[src/rtl/cpu_pkg.sv]
// Shared core types: data width, register index width and the
// operand-source select used by the issue-stage bypass.
package cpu_pkg;
   localparam int XLEN      = 64;
   localparam int REG_IDX_W = 5;
   localparam int NUM_REGS  = 32;

   typedef logic [REG_IDX_W-1:0] reg_idx_t;

   typedef enum logic [1:0] {
      OPSEL_ZERO,
      OPSEL_WB,
      OPSEL_RF
   } opsel_e;

   // x0 always reads as zero; a same-cycle writeback beats the register file.
   function automatic opsel_e opsel(input reg_idx_t idx, input logic wb_valid,
                                    input reg_idx_t wb_rd);
      if (idx == '0) return OPSEL_ZERO;
      else if (wb_valid && (wb_rd == idx)) return OPSEL_WB;
      else return OPSEL_RF;
   endfunction
endpackage

[src/rtl/operand_fetch_if.sv]
// Issue-stage bus: decode input, register file read port, writeback
// bypass, execute output entry and the scoreboard debug view.
interface operand_fetch_if
   import cpu_pkg::*;
#(
   parameter int UOP_W = 32
);
   // Handshakes: a transfer occurs on a rising edge where valid && ready;
   // ready never depends on valid, and a held entry keeps its payload stable.
   logic             flush;
   logic             in_valid;
   logic             in_ready;
   reg_idx_t         in_rs1;
   reg_idx_t         in_rs2;
   reg_idx_t         in_rd;
   logic             in_rd_wen;
   logic [UOP_W-1:0] in_uop;
   reg_idx_t         rf_r_reg1;
   reg_idx_t         rf_r_reg2;
   logic [XLEN-1:0]  rf_r_data1;
   logic [XLEN-1:0]  rf_r_data2;
   logic             wb_valid;
   reg_idx_t         wb_rd;
   logic [XLEN-1:0]  wb_data;
   logic             out_valid;
   logic             out_ready;
   logic [XLEN-1:0]  out_rs1_val;
   logic [XLEN-1:0]  out_rs2_val;
   reg_idx_t         out_rd;
   logic             out_rd_wen;
   logic [UOP_W-1:0] out_uop;
   logic [NUM_REGS-1:0] dbg_busy;

   modport master (
      output flush, in_valid, in_rs1, in_rs2, in_rd, in_rd_wen, in_uop,
             rf_r_data1, rf_r_data2, wb_valid, wb_rd, wb_data, out_ready,
      input  in_ready, rf_r_reg1, rf_r_reg2, out_valid, out_rs1_val,
             out_rs2_val, out_rd, out_rd_wen, out_uop, dbg_busy
   );

   modport slave (
      input  flush, in_valid, in_rs1, in_rs2, in_rd, in_rd_wen, in_uop,
             rf_r_data1, rf_r_data2, wb_valid, wb_rd, wb_data, out_ready,
      output in_ready, rf_r_reg1, rf_r_reg2, out_valid, out_rs1_val,
             out_rs2_val, out_rd, out_rd_wen, out_uop, dbg_busy
   );
endinterface

[src/rtl/reg_scoreboard.sv]
// Busy-bit scoreboard. Lookups report a hazard only when the register is
// busy and not being written back in this same cycle.
module reg_scoreboard
   import cpu_pkg::*;
(
   input  logic                clk,
   input  logic                rstn,
   input  logic                flush,
   input  logic                set_en,
   input  reg_idx_t            set_idx,
   input  logic                clr_en,
   input  reg_idx_t            clr_idx,
   input  reg_idx_t            rs1,
   input  reg_idx_t            rs2,
   input  reg_idx_t            rd,
   input  logic                rd_wen,
   output logic                hz_rs1,
   output logic                hz_rs2,
   output logic                hz_rd,
   output logic [NUM_REGS-1:0] busy
);
   logic [NUM_REGS-1:0] busy_nxt;
   logic cov_rs1, cov_rs2, cov_rd;

   assign cov_rs1 = clr_en && (clr_idx == rs1) && (rs1 != '0);
   assign cov_rs2 = clr_en && (clr_idx == rs2) && (rs2 != '0);
   assign cov_rd  = clr_en && (clr_idx == rd)  && (rd  != '0);

   assign hz_rs1 = busy[rs1] && !cov_rs1;
   assign hz_rs2 = busy[rs2] && !cov_rs2;
   assign hz_rd  = rd_wen && busy[rd] && !cov_rd;

   // Set is applied after clear so a younger issue wins over an older writeback.
   always_comb begin
      busy_nxt = busy;
      if (clr_en) busy_nxt[clr_idx] = 1'b0;
      if (set_en) busy_nxt[set_idx] = 1'b1;
      busy_nxt[0] = 1'b0;
   end

   always_ff @(posedge clk or negedge rstn) begin
      if (!rstn)      busy <= '0;
      else if (flush) busy <= '0;
      else            busy <= busy_nxt;
   end
endmodule

[src/rtl/operand_fetch.sv]
// Issue stage: register file read, writeback bypass, hazard stall and a
// one-entry output register into execute.
module operand_fetch
   import cpu_pkg::*;
(
   input logic            clk,
   input logic            rstn,
   operand_fetch_if.slave bus
);
   logic                hz_rs1, hz_rs2, hz_rd;
   logic                issue;
   logic [NUM_REGS-1:0] busy;
   logic [XLEN-1:0]     op1, op2;

   assign bus.rf_r_reg1 = bus.in_rs1;
   assign bus.rf_r_reg2 = bus.in_rs2;
   assign bus.dbg_busy  = busy;

   reg_scoreboard u_sb (
      .clk     (clk),
      .rstn    (rstn),
      .flush   (bus.flush),
      .set_en  (issue && bus.in_rd_wen),
      .set_idx (bus.in_rd),
      .clr_en  (bus.wb_valid),
      .clr_idx (bus.wb_rd),
      .rs1     (bus.in_rs1),
      .rs2     (bus.in_rs2),
      .rd      (bus.in_rd),
      .rd_wen  (bus.in_rd_wen),
      .hz_rs1  (hz_rs1),
      .hz_rs2  (hz_rs2),
      .hz_rd   (hz_rd),
      .busy    (busy)
   );

   assign bus.in_ready = (!bus.out_valid || bus.out_ready) && !hz_rs1 && !hz_rs2
                         && !hz_rd && !bus.flush;
   assign issue = bus.in_valid && bus.in_ready;

   function automatic logic [XLEN-1:0] pick(input opsel_e sel,
                                            input logic [XLEN-1:0] rf_data,
                                            input logic [XLEN-1:0] wb_data);
      case (sel)
         OPSEL_WB: return wb_data;
         OPSEL_RF: return rf_data;
         default:  return '0;
      endcase
   endfunction

   assign op1 = pick(opsel(bus.in_rs1, bus.wb_valid, bus.wb_rd), bus.rf_r_data1, bus.wb_data);
   assign op2 = pick(opsel(bus.in_rs2, bus.wb_valid, bus.wb_rd), bus.rf_r_data2, bus.wb_data);

   // Payload only loads on issue, so a held entry ignores later writebacks.
   always_ff @(posedge clk or negedge rstn) begin
      if (!rstn) begin
         bus.out_valid   <= 1'b0;
         bus.out_rs1_val <= '0;
         bus.out_rs2_val <= '0;
         bus.out_rd      <= '0;
         bus.out_rd_wen  <= 1'b0;
         bus.out_uop     <= '0;
      end else if (bus.flush) begin
         bus.out_valid <= 1'b0;
      end else if (issue) begin
         bus.out_valid   <= 1'b1;
         bus.out_rs1_val <= op1;
         bus.out_rs2_val <= op2;
         bus.out_rd      <= bus.in_rd;
         bus.out_rd_wen  <= bus.in_rd_wen;
         bus.out_uop     <= bus.in_uop;
      end else if (bus.out_ready) begin
         bus.out_valid <= 1'b0;
      end
   end
endmodule

[src/flat_wrapper.sv]
// flat-port wrapper written by rule: the top's interface ports become plain ports
module operand_fetch_flat import cpu_pkg::*;
  (clk, rstn, bus_flush, bus_in_valid, bus_in_rs1, bus_in_rs2, bus_in_rd, bus_in_rd_wen, bus_in_uop, bus_rf_r_data1, bus_rf_r_data2, bus_wb_valid, bus_wb_rd, bus_wb_data, bus_out_ready, bus_in_ready, bus_rf_r_reg1, bus_rf_r_reg2, bus_out_valid, bus_out_rs1_val, bus_out_rs2_val, bus_out_rd, bus_out_rd_wen, bus_out_uop, bus_dbg_busy);
  operand_fetch_if bus_i ();
  input logic clk;
  input logic rstn;
  input wire logic [$bits(bus_i.flush)-1:0] bus_flush;
  input wire logic [$bits(bus_i.in_valid)-1:0] bus_in_valid;
  input wire logic [$bits(bus_i.in_rs1)-1:0] bus_in_rs1;
  input wire logic [$bits(bus_i.in_rs2)-1:0] bus_in_rs2;
  input wire logic [$bits(bus_i.in_rd)-1:0] bus_in_rd;
  input wire logic [$bits(bus_i.in_rd_wen)-1:0] bus_in_rd_wen;
  input wire logic [$bits(bus_i.in_uop)-1:0] bus_in_uop;
  input wire logic [$bits(bus_i.rf_r_data1)-1:0] bus_rf_r_data1;
  input wire logic [$bits(bus_i.rf_r_data2)-1:0] bus_rf_r_data2;
  input wire logic [$bits(bus_i.wb_valid)-1:0] bus_wb_valid;
  input wire logic [$bits(bus_i.wb_rd)-1:0] bus_wb_rd;
  input wire logic [$bits(bus_i.wb_data)-1:0] bus_wb_data;
  input wire logic [$bits(bus_i.out_ready)-1:0] bus_out_ready;
  output wire logic [$bits(bus_i.in_ready)-1:0] bus_in_ready;
  output wire logic [$bits(bus_i.rf_r_reg1)-1:0] bus_rf_r_reg1;
  output wire logic [$bits(bus_i.rf_r_reg2)-1:0] bus_rf_r_reg2;
  output wire logic [$bits(bus_i.out_valid)-1:0] bus_out_valid;
  output wire logic [$bits(bus_i.out_rs1_val)-1:0] bus_out_rs1_val;
  output wire logic [$bits(bus_i.out_rs2_val)-1:0] bus_out_rs2_val;
  output wire logic [$bits(bus_i.out_rd)-1:0] bus_out_rd;
  output wire logic [$bits(bus_i.out_rd_wen)-1:0] bus_out_rd_wen;
  output wire logic [$bits(bus_i.out_uop)-1:0] bus_out_uop;
  output wire logic [$bits(bus_i.dbg_busy)-1:0] bus_dbg_busy;
  assign bus_i.flush = bus_flush;
  assign bus_i.in_valid = bus_in_valid;
  assign bus_i.in_rs1 = bus_in_rs1;
  assign bus_i.in_rs2 = bus_in_rs2;
  assign bus_i.in_rd = bus_in_rd;
  assign bus_i.in_rd_wen = bus_in_rd_wen;
  assign bus_i.in_uop = bus_in_uop;
  assign bus_i.rf_r_data1 = bus_rf_r_data1;
  assign bus_i.rf_r_data2 = bus_rf_r_data2;
  assign bus_i.wb_valid = bus_wb_valid;
  assign bus_i.wb_rd = bus_wb_rd;
  assign bus_i.wb_data = bus_wb_data;
  assign bus_i.out_ready = bus_out_ready;
  assign bus_in_ready = bus_i.in_ready;
  assign bus_rf_r_reg1 = bus_i.rf_r_reg1;
  assign bus_rf_r_reg2 = bus_i.rf_r_reg2;
  assign bus_out_valid = bus_i.out_valid;
  assign bus_out_rs1_val = bus_i.out_rs1_val;
  assign bus_out_rs2_val = bus_i.out_rs2_val;
  assign bus_out_rd = bus_i.out_rd;
  assign bus_out_rd_wen = bus_i.out_rd_wen;
  assign bus_out_uop = bus_i.out_uop;
  assign bus_dbg_busy = bus_i.dbg_busy;
  operand_fetch u_core (.clk(clk), .rstn(rstn), .bus(bus_i));
endmodule
[config.mk]
export PLATFORM = sky130hd
export DESIGN_NAME = operand_fetch_flat
export DESIGN_NICKNAME = d
export VERILOG_FILES = /design/src/rtl/cpu_pkg.sv /design/src/rtl/operand_fetch_if.sv /design/src/rtl/reg_scoreboard.sv /design/src/rtl/operand_fetch.sv /design/src/flat_wrapper.sv
export SDC_FILE = /design/constraint.sdc
export NUM_CORES = 1
export LEC_CHECK = 0
export CAP_MARGIN = 30
export CORE_AREA = 2 2 181 183
export CTS_CLUSTER_DIAMETER = 100
export DETAILED_ROUTE_END_ITERATION = 16
export DIE_AREA = 0 0 183 185
export PLACE_DENSITY = 0.65
export SLEW_MARGIN = 20
export SYNTH_ARGS = -nofsm -noshare
export SYNTH_HDL_FRONTEND = slang
export SYNTH_SLANG_ARGS = --single-unit
export TNS_END_PERCENT = 30
[constraint.sdc]
create_clock -name clk -period 6.9 [get_ports clk]
set_clock_uncertainty 0.1 [all_clocks]
set_input_delay 1.38 -clock clk [delete_from_list [all_inputs] [get_ports clk]]
set_output_delay 1.38 -clock clk [all_outputs]
set_load 0.05 [all_outputs]
==> results of run 1 <==
routing by layer:
metal	track usage [%]	share of wire [%]
met5	0	0
met4	7.62	2.6
met3	7.29	8.4
met2	38.5	48
met1	29.4	41
Yosys cell counts, drive strengths merged, types with 3 or more instances:
cell     instances  area (um^2)
a2bb2oi          3         26.3
nand4            4         25.0
o22ai            4         25.0
mux4            11          248
or3b             4         35.0
or2              3         18.8
nand3            9         45.0
o211ai           3         22.5
nor2             9         33.8
nand2          151          567
nor4b            3         26.3
o31ai           31          233
nand2b           8         50.1
mux2i           19          190
nand3b          24          180
xnor2            7         61.3
a22o            64          561
buf             43          354
nor3b            6         45.0
dfrtp          198         4950
nor2b           22          138
o21ai           18         90.1
clkbuf          49          184
xor2             8         70.1
inv              3         11.3
mux2           172         2270
a21oi           66          334
through the flow:
step / hold WS, ns / cell area (um^2)
floorplan: 0.710 / 11000
finish: 0.405 / 16200
global placement: 0.386 / 15700
global route: 0.421 / 16200
detailed placement: 0.391 / 15700
CTS: 0.409 / 16200
power breakdown:
group          internal [uW]  leakage [uW]  switching (uW)  total (uW)
sequential              1450       0.00242             160        1610
clock                    476      0.000255             493         970
combinational            968       0.00430            1480        2450
path summary, 6_finish.rpt:
kind	start	endpoint	depth (start not counted)
max in group asynchronous	rstn	u_core.bus.out_uop[12]	2
worst max register to register	u_core.u_sb.busy[12]	u_core.bus.out_rs2_val[6]	8
worst min-delay path	u_core.bus.out_rs1_val[61]	u_core.bus.out_rs1_val[61]	1
min in group asynchronous	rstn	u_core.bus.out_rs1_val[35]	1
worst min register to register	u_core.bus.out_rs1_val[61]	u_core.bus.out_rs1_val[61]	1
worst max-delay path	bus_in_rs1[0]	bus_in_ready	9
kinds of logic after synthesis:
| group | after synthesis | synth area share [%] |
|---|---|---|
| flip-flops | 198 | 45.2 |
| AO/OA/AOI/OAI | 201 | 12.7 |
| XOR/XNOR | 15 | 1.20 |
| buffers and inverters | 95 | 5.01 |
| other | 1 | 0.0342 |
| AND/OR/NAND/NOR | 252 | 11.2 |
| multiplexers | 202 | 24.7 |
registers in the layout, summed over array words and instances (netlist names):
signal,cells
u_core.bus.out_rd,5
u_core.bus.out_valid,1
u_core.bus.out_rd_wen,1
u_core.bus.out_uop,32
u_core.bus.out_rs2_val,64
u_core.u_sb.busy,31
u_core.bus.out_rs1_val,64
final cells by class:
class                   count  area share (%)
diodes                      1          0.0154
clock buffers              19            2.73
clock inverters            12           0.624
inverters                   3          0.0694
multi-input cells         671            33.9
flip-flops and latches    198            30.5
well taps                 408            3.14
repair buffers            470            29.0
worst max-delay path: stages:
cell and delay (ns):
clkdlybuf4s50_1 0.82, mux4_2 0.56, mux2_2 0.28, nand3_1 0.08, nand4_1 0.13, a21oi_2 0.18
nand2_1 0.07, nor2_1 0.19, buf_4 0.24
==> results summary, run 1 <==
The number of flops mapped to enable cells by yosys came out at 0. From bottom edge to top edge, the die measures around 190 um. The area occupied by multi-input gates is 5500 um^2.

The peak fanout along the critical path is 14. The library cell used most frequently in the layout, excluding fill and tap cells, is clkdlybuf4s50_1. The pin count of the biggest net entering global routing is 104.

The all-layer global routing usage came out at 23.4%. The synthesized netlist net count came out at approximately 1200. The die area is ~34000 um^2. The post-route minimum period came out at 5.41 ns. The number of buffers created by CTS came out at 17. The starting density of the core is around 34%. The sequential cell area came out at around 5000 um^2. The H-tree generated during clock tree synthesis spans 4 levels. The routed layout has 9412 vias.

Yosys mapped the design onto 52 distinct sky130hd cell types. The end-of-flow core utilization is between 50 and 60%. Pin placement for this block handled 461 I/O pins.

The number of sinks driven by the clock tree is 198. The power density of the placed cells is slightly above 300 nW/um^2. The setup slack at placement came out at about 1.5 ns. The worst voltage drop across the vdd grid is 0.170 mV. Setup repair after global routing left no endpoint under its margin. The final antenna-violating net count came out at 0. Clock latency on the worst-skew pair, taken at its later pin, is 0.45 ns.

The overall routed net length came out at roughly 40 mm. The via count of the first global-routing pass is 9422. Of the cells placed in the final design, the portion with a size suffix greater than 1 is between 10% and 20%. The cell area that synthesis handed to floorplanning was roughly 11000 um^2. The total negative slack is 0 ns.

Max-cap violations in this run came to 0. The arrival time at the worst endpoint came out at around 4 ns. The transition at the pin with the smallest max-transition slack is between 0.9 and 1 ns. The most used flip-flop cell after synthesis is dfrtp_1. The worst setup path is captured at a primary output. The worst setup path is of the primary input to primary output kind. The via-per-instance ratio came out at 5.28. The horizontal die dimension is roughly 180 um.

The post-detailed-placement half-perimeter wirelength came out at ~28 mm. The relative slew slack is approximately 37%. Excluding fillers, the count of instances in the completed layout stands at around 1800. The area growth from synthesis to layout is 48.0%. In this run, synthesis produced a sequential element count of approximately 200. In this run the core area contains 66 standard-cell rows.

The run finished with clean final reports. The worst hold-check path type is register to register. Setup violations remaining at the end of the flow were counted as 0. The final layout net count is approximately 1600. The number of violations reported at the end of detailed-routing iteration 0 is 668. The number of setup buffers added after CTS is 0. The layout filler cell count came out at slightly below 3000. Power comes to 5020 uW.

The synthesized netlist cell count is around 960. The clock tree from TritonCTS is built. The number of failing hold endpoints at the final stage came out at 0. The first global-routing pass estimated approximately 59 mm of wire. The root buffer selected by CTS is clkbuf_16. The maximum number of buffers from clock root to sink came out at 2.

The count of final max-slew check failures came out at 0. A synthesized cell averages between 10 and 15 um^2. The leakage power of the design came out at between 0.006 and 0.007 uW. The post-CTS clock slew at the launch and capture registers of the worst setup and hold paths is 0.07 ns. The floorplan core area came out at approximately 32000 um^2. The number of cells after detailed placement is about 1700. In this run, post-CTS repair resized a total of 0 instances. The first detailed-routing pass ran for 5 iterations. In this run the tool buffered the top-level ports with approximately 460 buffer cells.

Setup slack on the worst reg-to-reg path comes out at approximately 3.8 ns. The kind of start point of the critical path is a primary input. For this run, the top clock speed supported by timing is about 180 MHz. The share of the yosys chip area belonging to registers is a little under half. The critical path data required time came out at 5.42 ns. After detailed routing, the average wire length per cell comes to 22.9 um. The quantity of hold-fixing buffers added after cts is 0. The setup slack of the critical path after layout is roughly 1.5 ns.

Of all flip-flops after synthesis, the portion carrying an async set or reset was 100%. Global routing finished with a remaining overflow of 0. The congestion estimate from routability-driven global placement came to 0.878. In the layout the commonest cells are clkdlybuf4s50_1 (457), dfrtp_1 (198), nand2_1 (151).

The initial antenna violation count is 1. After layout, the worst path uses roughly four fifths of the clock period. The Yosys warning count is 0. For this run, design rule violations remaining after detail routing come to 0.
Note: power is estimated with default switching activity, not from simulation.
==> run 2, diff against run 1 <==
PLACE_DENSITY = 0.67   (was 0.65)
clock period = 4.5 ns   (was 6.9 ns; I/O delays follow)
==> results summary, run 2 (same netlist as run 1, synthesis figures left out) <==
The maximum number of buffers from clock root to sink is 2. The pin count of the biggest net entering global routing is between 80 and 90. In the global route stage, met2 resource usage came out at about 38%. The number of levels the H-tree was split into came out at 4. The initial utilization of the core area, before any placement, comes to 34.2%. The category of the critical setup timing path is primary input to primary output. The post-detailed-placement half-perimeter wirelength came out at roughly 30 mm. Counting the buffers created by CTS gives 17. The die is 185 um tall. The largest registers in the layout are u_core.bus.out_rs1_val (64), u_core.bus.out_rs2_val (64), u_core.bus.out_uop (32). Setup violations remaining at the end of the flow were counted as 0. Dividing total power by cell area gives a power density of 474 nW/um^2. The setup slack at placement is 0.330 ns. For this run, the total global-route usage over all layers was measured as between 20% and 30%. Pin placement for this block handled roughly 460 I/O pins.

The number of design rule violations left after detail routing came out at 0. After detailed routing, the number of vias per cell comes to about 5.3. The critical path data required time is between 3 and 4 ns.

The analysis attributes to cell leakage a power of 0.00720 uW. The worst hold slack across all endpoints came out at 0.403 ns. Clock tree synthesis selected as its root buffer the cell clkbuf_16.

The design draws approximately 7900 uW. The overall routed net length is approximately 41 mm. The global placer's final weighted congestion is ~0.95.

The average routed wire per standard cell is around 22 um. After floorplanning, the core was divided into 66 placement rows. The relative slew slack is approximately 43%. The number of failing hold endpoints at the final stage is 0. The post-CTS clock slew at the launch and capture registers of the worst setup and hold paths is about 0.080 ns. The post-route minimum period came out at between 4 and 5 ns.

Across the VDD grid, the largest voltage drop is 0.282 mV. The total number of vias came out at between 9000 and 10000. The final cycle utilization of the critical path came out at around 93%. The initial antenna violation count is 3. Of the cells placed in the final design, the portion with a size suffix greater than 1 is between 10% and 20%. From left edge to right edge, the die measures roughly 180 um. The final antenna-violating net count is 0. The insertion delay to the later sink of the worst-skew pair came out at 0.46 ns.

The detailed router finished its first iteration with 749 violations. The number of setup buffers added after CTS came out at 0. Max-cap violations in this run came to 0. Gates resized during post-CTS repair numbered 0.

In this run the critical register-to-register path is launched from u_core.u_sb.busy[31]. The run finished with clean final reports. The aggregate global routing overflow came out at 0.

The transition at the pin with the smallest max-transition slack is about 0.86 ns. The peak fanout along the critical path came out at 7. The end-of-flow core utilization is around half. TritonCTS built the clock tree.

The top cell types in the final layout, fill and taps aside, are clkdlybuf4s50_1 (457), dfrtp_1 (198), nand2_1 (151). The first-pass GRT wire length came out at 60.0 mm. Leaving out fill and tap cells, the most frequent cell in the layout is clkdlybuf4s50_1.

The die area is 33900 um^2. The kind of start point of the critical path is a primary input. The number of sinks driven by the clock tree is approximately 200. The final layout net count came out at about 1600.

The worst hold-check path type is primary input to async pin. The arrival time at the worst endpoint is 3.18 ns. The met3 track demand over resource in global routing is between 7 and 8%.

Input and output buffers added on the ports amount to around 460. In this run the worst setup path begins at bus_in_rd[1]. The number of hold buffers added after CTS was 0.

The met1 routing resource usage after global routing came out at between 20 and 30%. The area growth from synthesis to layout is 51.8%. The via count of the first global-routing pass is around 9700. The core region is between 30000 and 40000 um^2. The total negative slack came out at 0 ns. Setup repair after global routing left no endpoint under its margin. The count of final max-slew check failures came out at 0. The setup slack of the critical path after layout is ~0.32 ns. The length of the first detailed-routing pass in iterations came out at 5. After global routing, the most crowded layer is met2. STA classifies the critical path endpoint as a primary output. The layout has between 2000 and 3000 filler cells.

The achievable clock frequency is about 240 MHz.
[run 2: final timing paths]
kind,to,slack [ns],cells past startpoint
max reg2reg,u_core.bus.out_uop[27],1.58,9
min in group clk,u_core.bus.out_rd[4],0.41,1
max in group asynchronous,u_core.bus.out_rs2_val[54],2.93,2
min reg2reg,u_core.bus.out_rd[4],0.41,1
min,u_core.bus.out_rs1_val[18],0.40,1
max,bus_in_ready,0.32,10
[run 2: layer usage]
| metal | up-vias | routed length (um) | part of all wire (%) |
|---|---|---|---|
| li1 | 4328 | - | - |
| met1 | 4766 | 16400 | 40 |
| met4 | 2 | 1510 | 3.7 |
| met2 | 486 | 19200 | 47 |
| met5 | - | 9 | 0.022 |
| met3 | 91 | 3580 | 8.8 |
[run 2: worst max-delay path, cell delays in order]
cell,delay [ns]
clkdlybuf4s50_1,0.62
buf_4,0.21
mux2_2,0.34
a2bb2oi_1,0.18
a2bb2oi_1,0.18
nand4_1,0.11
o211ai_1,0.18
nand2_1,0.09
nor2_1,0.19
buf_12,0.17
[run 2: per-stage QoR]
step | instances | cell area [um^2]
after CTS | 1815 | 16600
after global placement | 1783 | 16000
after global routing | 1816 | 16600
after detailed placement | 1783 | 16000
final | 1816 | 16600
after floorplan | 964 | 11000
[run 2: final cells by class]
| cell class | instances | area [um^2] | share of cell area [%] |
|---|---|---|---|
| inverter | 3 | 11.3 | 0.0677 |
| multi-input combinational | 671 | 5500 | 33.1 |
| timing repair buffer | 503 | 5050 | 30.4 |
| tap | 408 | 510 | 3.07 |
| antenna | 1 | 2.50 | 0.0150 |
| clock buffer | 20 | 467 | 2.80 |
| sequential | 198 | 4950 | 29.8 |
| clock inverter | 12 | 141 | 0.850 |
[run 2: power by group]
group / switching [uW] / leakage, uW / internal [uW]
clock: 749 / 0.000288 / 874
combinational: 2270 / 0.00450 / 1510
sequential: 264 / 0.00242 / 2220
total: 3280 / 0.00720 / 4600
==> run 3, diff against run 2 <==
CORE_AREA = 2 2 178 180   (was 2 2 181 183)
DIE_AREA = 0 0 180 182   (was 0 0 183 185)
DONT_BUFFER_PORTS = 1   (was default)
PLACE_DENSITY = 0.53   (was 0.67)
==> results summary, run 3 (same netlist as run 1, synthesis figures left out) <==
The leakage power of the design is between 0.005 and 0.006 uW. The switching power share of the total is 45.1%. Signal routing reaches up to met5. The clock tree from TritonCTS is built. The final layout net count is between 1000 and 1500. The number of rows in the core area is 65.

Summed over all failing endpoints, the final setup total negative slack is 0 ns. The overall routed net length is 34.7 mm. The average routed wire per standard cell came out at approximately 26 um. The area growth from synthesis to layout is 6.97%.

The min-delay analysis places its worst path in the category primary input to async pin. The number of sinks driven by the clock tree came out at about 200. The proportion of layout cells with a drive suffix above 1 is 26.3%. Leaving out fill and tap cells, the most frequent cell in the layout is dfrtp_1. Cell internal power was estimated by the tool at between 3000 and 4000 uW. The number of failing hold endpoints at the final stage is 0. The combinational fraction of design power is about an eighth. The number of buffers created by CTS came out at 17. On the worst path, the slowest cell contributes a delay of between 0.6 and 0.7 ns. The via-per-instance ratio came out at between 5 and 6. The number of top-level pins is between 400 and 500. The post-route minimum period came out at between 3 and 4 ns.

The quantity of hold-fixing buffers added after cts came out at 0. The critical path is of the register to primary output type. Max-cap violations in this run came to 0. The share of power burned in registers came out at between 60% and 70%.

The all-layer global routing usage came out at around a fifth. The number of setup buffers added after CTS came out at 0. The quantity of gates resized following cts came out at 0. In this run the clock root is driven by a clkbuf_16.

The clock share of power came out at a little under a quarter. The peak fanout along the critical path came out at 5. The final antenna-violating net count is 0.

The post-detailed-placement half-perimeter wirelength is between 20 and 25 mm. The worst setup path is launched from a register. Broken down by cell family, the worst path's largest delay share belongs to multiplexers. The horizontal die dimension came out at roughly 180 um. The die area came out at about 33000 um^2. The number of setup violations in the final report came out at 0.

In the final layout, the registers with the most flip-flops are u_core.bus.out_rs1_val (64), u_core.bus.out_rs2_val (64), u_core.bus.out_uop (32). The first-pass GRT wire length is approximately 51 mm. The worst voltage drop across the vdd grid is 0.286 mV. The final cycle utilization of the critical path is 86.9%. The aggregate global routing overflow is 0.

The count of final max-slew check failures was 0. The clock tree synthesis step divided the H-tree into 4 levels. The worst setup path is captured at a primary output. The insertion delay to the later sink of the worst-skew pair is 0.46 ns. The run finished with clean final reports.

The signal on the critical path passes through mux4_2 -> mux2_2 -> nand3_1 -> nand4_1 -> a21oi_2 -> nand2_1 -> nor2_1 -> buf_4. The worst hold slack across all endpoints is 0.0336 ns. In the layout the commonest cells are dfrtp_1 (198), nand2_1 (151), mux2_4 (88). The first routing iteration left ~420 violations. The total number of vias came out at roughly 7700. The arrival time at the worst endpoint came out at approximately 2.9 ns. The maximum number of buffers from clock root to sink is 2. STA puts the critical path data required time at around 3.5 ns. The reported net switching power is roughly 3000 uW. The starting density of the core is 35.4%. The floorplan core area is 31000 um^2.

The count of port buffers added during placement is 0. The routed length on met1 is around 14 mm. The initial antenna violation count is 1. The routed wire length on met3 came out at 3.04 mm. Setup repair after global routing left no endpoint under its margin. The pin count of the biggest net entering global routing is ~200. The cell with the largest stage delay on the worst path is dfrtp_1. For this run, design rule violations remaining after detail routing come to 0. Routability-driven placement finished with a final weighted congestion of 0.835.

The sum of buffers and inverters on the critical path came out at 1. The length of the first detailed-routing pass in iterations is 5. After clock tree synthesis, the clock-pin slew on the worst setup and hold paths is roughly 0.08 ns. The power density of the placed cells came out at between 500 and 600 nW/um^2.

The via count of the first global-routing pass is slightly below 8000. At the pin with the least slew margin, the transition time is between 0.9 and 1 ns. The relative slew slack came out at approximately two fifths. The die is between 150 and 200 um tall.

Derived from the worst setup path, the maximum achievable clock frequency is between 200 and 300 MHz. In the detailed route, the total length drawn on met2 is 16.5 mm.
[run 3: final cells by class]
type | instances | area, um^2
diodes | 1 | 2.50
clock buffers | 21 | 480
clock inverters | 11 | 111
fillers | 2981 | 19300
inverters | 3 | 11.3
multi-input cells | 671 | 5500
flip-flops and latches | 198 | 4950
well taps | 402 | 503
repair buffers | 15 | 163
[run 3: metal layers]
| metal | global-route usage, % | vias up |
|---|---|---|
| li1 | - | 3353 |
| met1 | 25.6 | 3834 |
| met2 | 33.3 | 440 |
| met3 | 6.78 | 60 |
| met4 | 7.58 | 2 |
| met5 | 0 | - |
[run 3: path summary, 6_finish.rpt]
check                           slack [ns]                  from                          to  cells after the start
worst max-delay path                  0.59  u_core.u_sb.busy[30]                bus_in_ready                      8
worst min-delay path                  0.03                  rstn  u_core.bus.out_rs2_val[52]                      0
worst max register to register        1.19  u_core.u_sb.busy[12]  u_core.bus.out_rs2_val[21]                      9
worst min register to register        0.66   u_core.u_sb.busy[8]         u_core.u_sb.busy[8]                      3
max in group asynchronous             4.03                  rstn        u_core.u_sb.busy[16]                      0
min in group clk                      0.45             bus_flush        u_core.bus.out_valid                      1
[run 3: power by group through the flow]
stage                     registers, uW  logic (uW)  clock network (uW)
final                              4160         825                1570
after floorplan                    4040         803                   0
after global placement             4210         809                   0
after CTS                          4170         830                1610
after detailed placement           4200         832                   0
after global routing               4200         895                1670
[run 3: stage by stage]
stage / setup WS (ns) / utilization, % / std cells / instance area (um^2) / total power [uW]
2_1_floorplan: 0.686 / - / 964 / 11000 / 4840
3_3_place_gp: 0.904 / 35.9 / 1289 / 11100 / 5020
3_5_place_dp: 0.893 / 35.9 / 1289 / 11100 / 5030
4_1_cts: 0.603 / 37.8 / 1321 / 11700 / 6610
5_1_grt: 0.512 / 37.8 / 1321 / 11700 / 6770
6_report: 0.589 / 37.9 / 1322 / 11700 / 6550
[run 3: worst register-to-register path, cell delays in order (launching register included)]
cell and delay, ns:
dfrtp_1 0.74, mux4_2 0.38, nor2b_1 0.04, or4_1 0.46, nand4_1 0.16, a21oi_2 0.08
nand4b_1 0.15, buf_12 0.26, buf_4 0.41, mux2_2 0.40
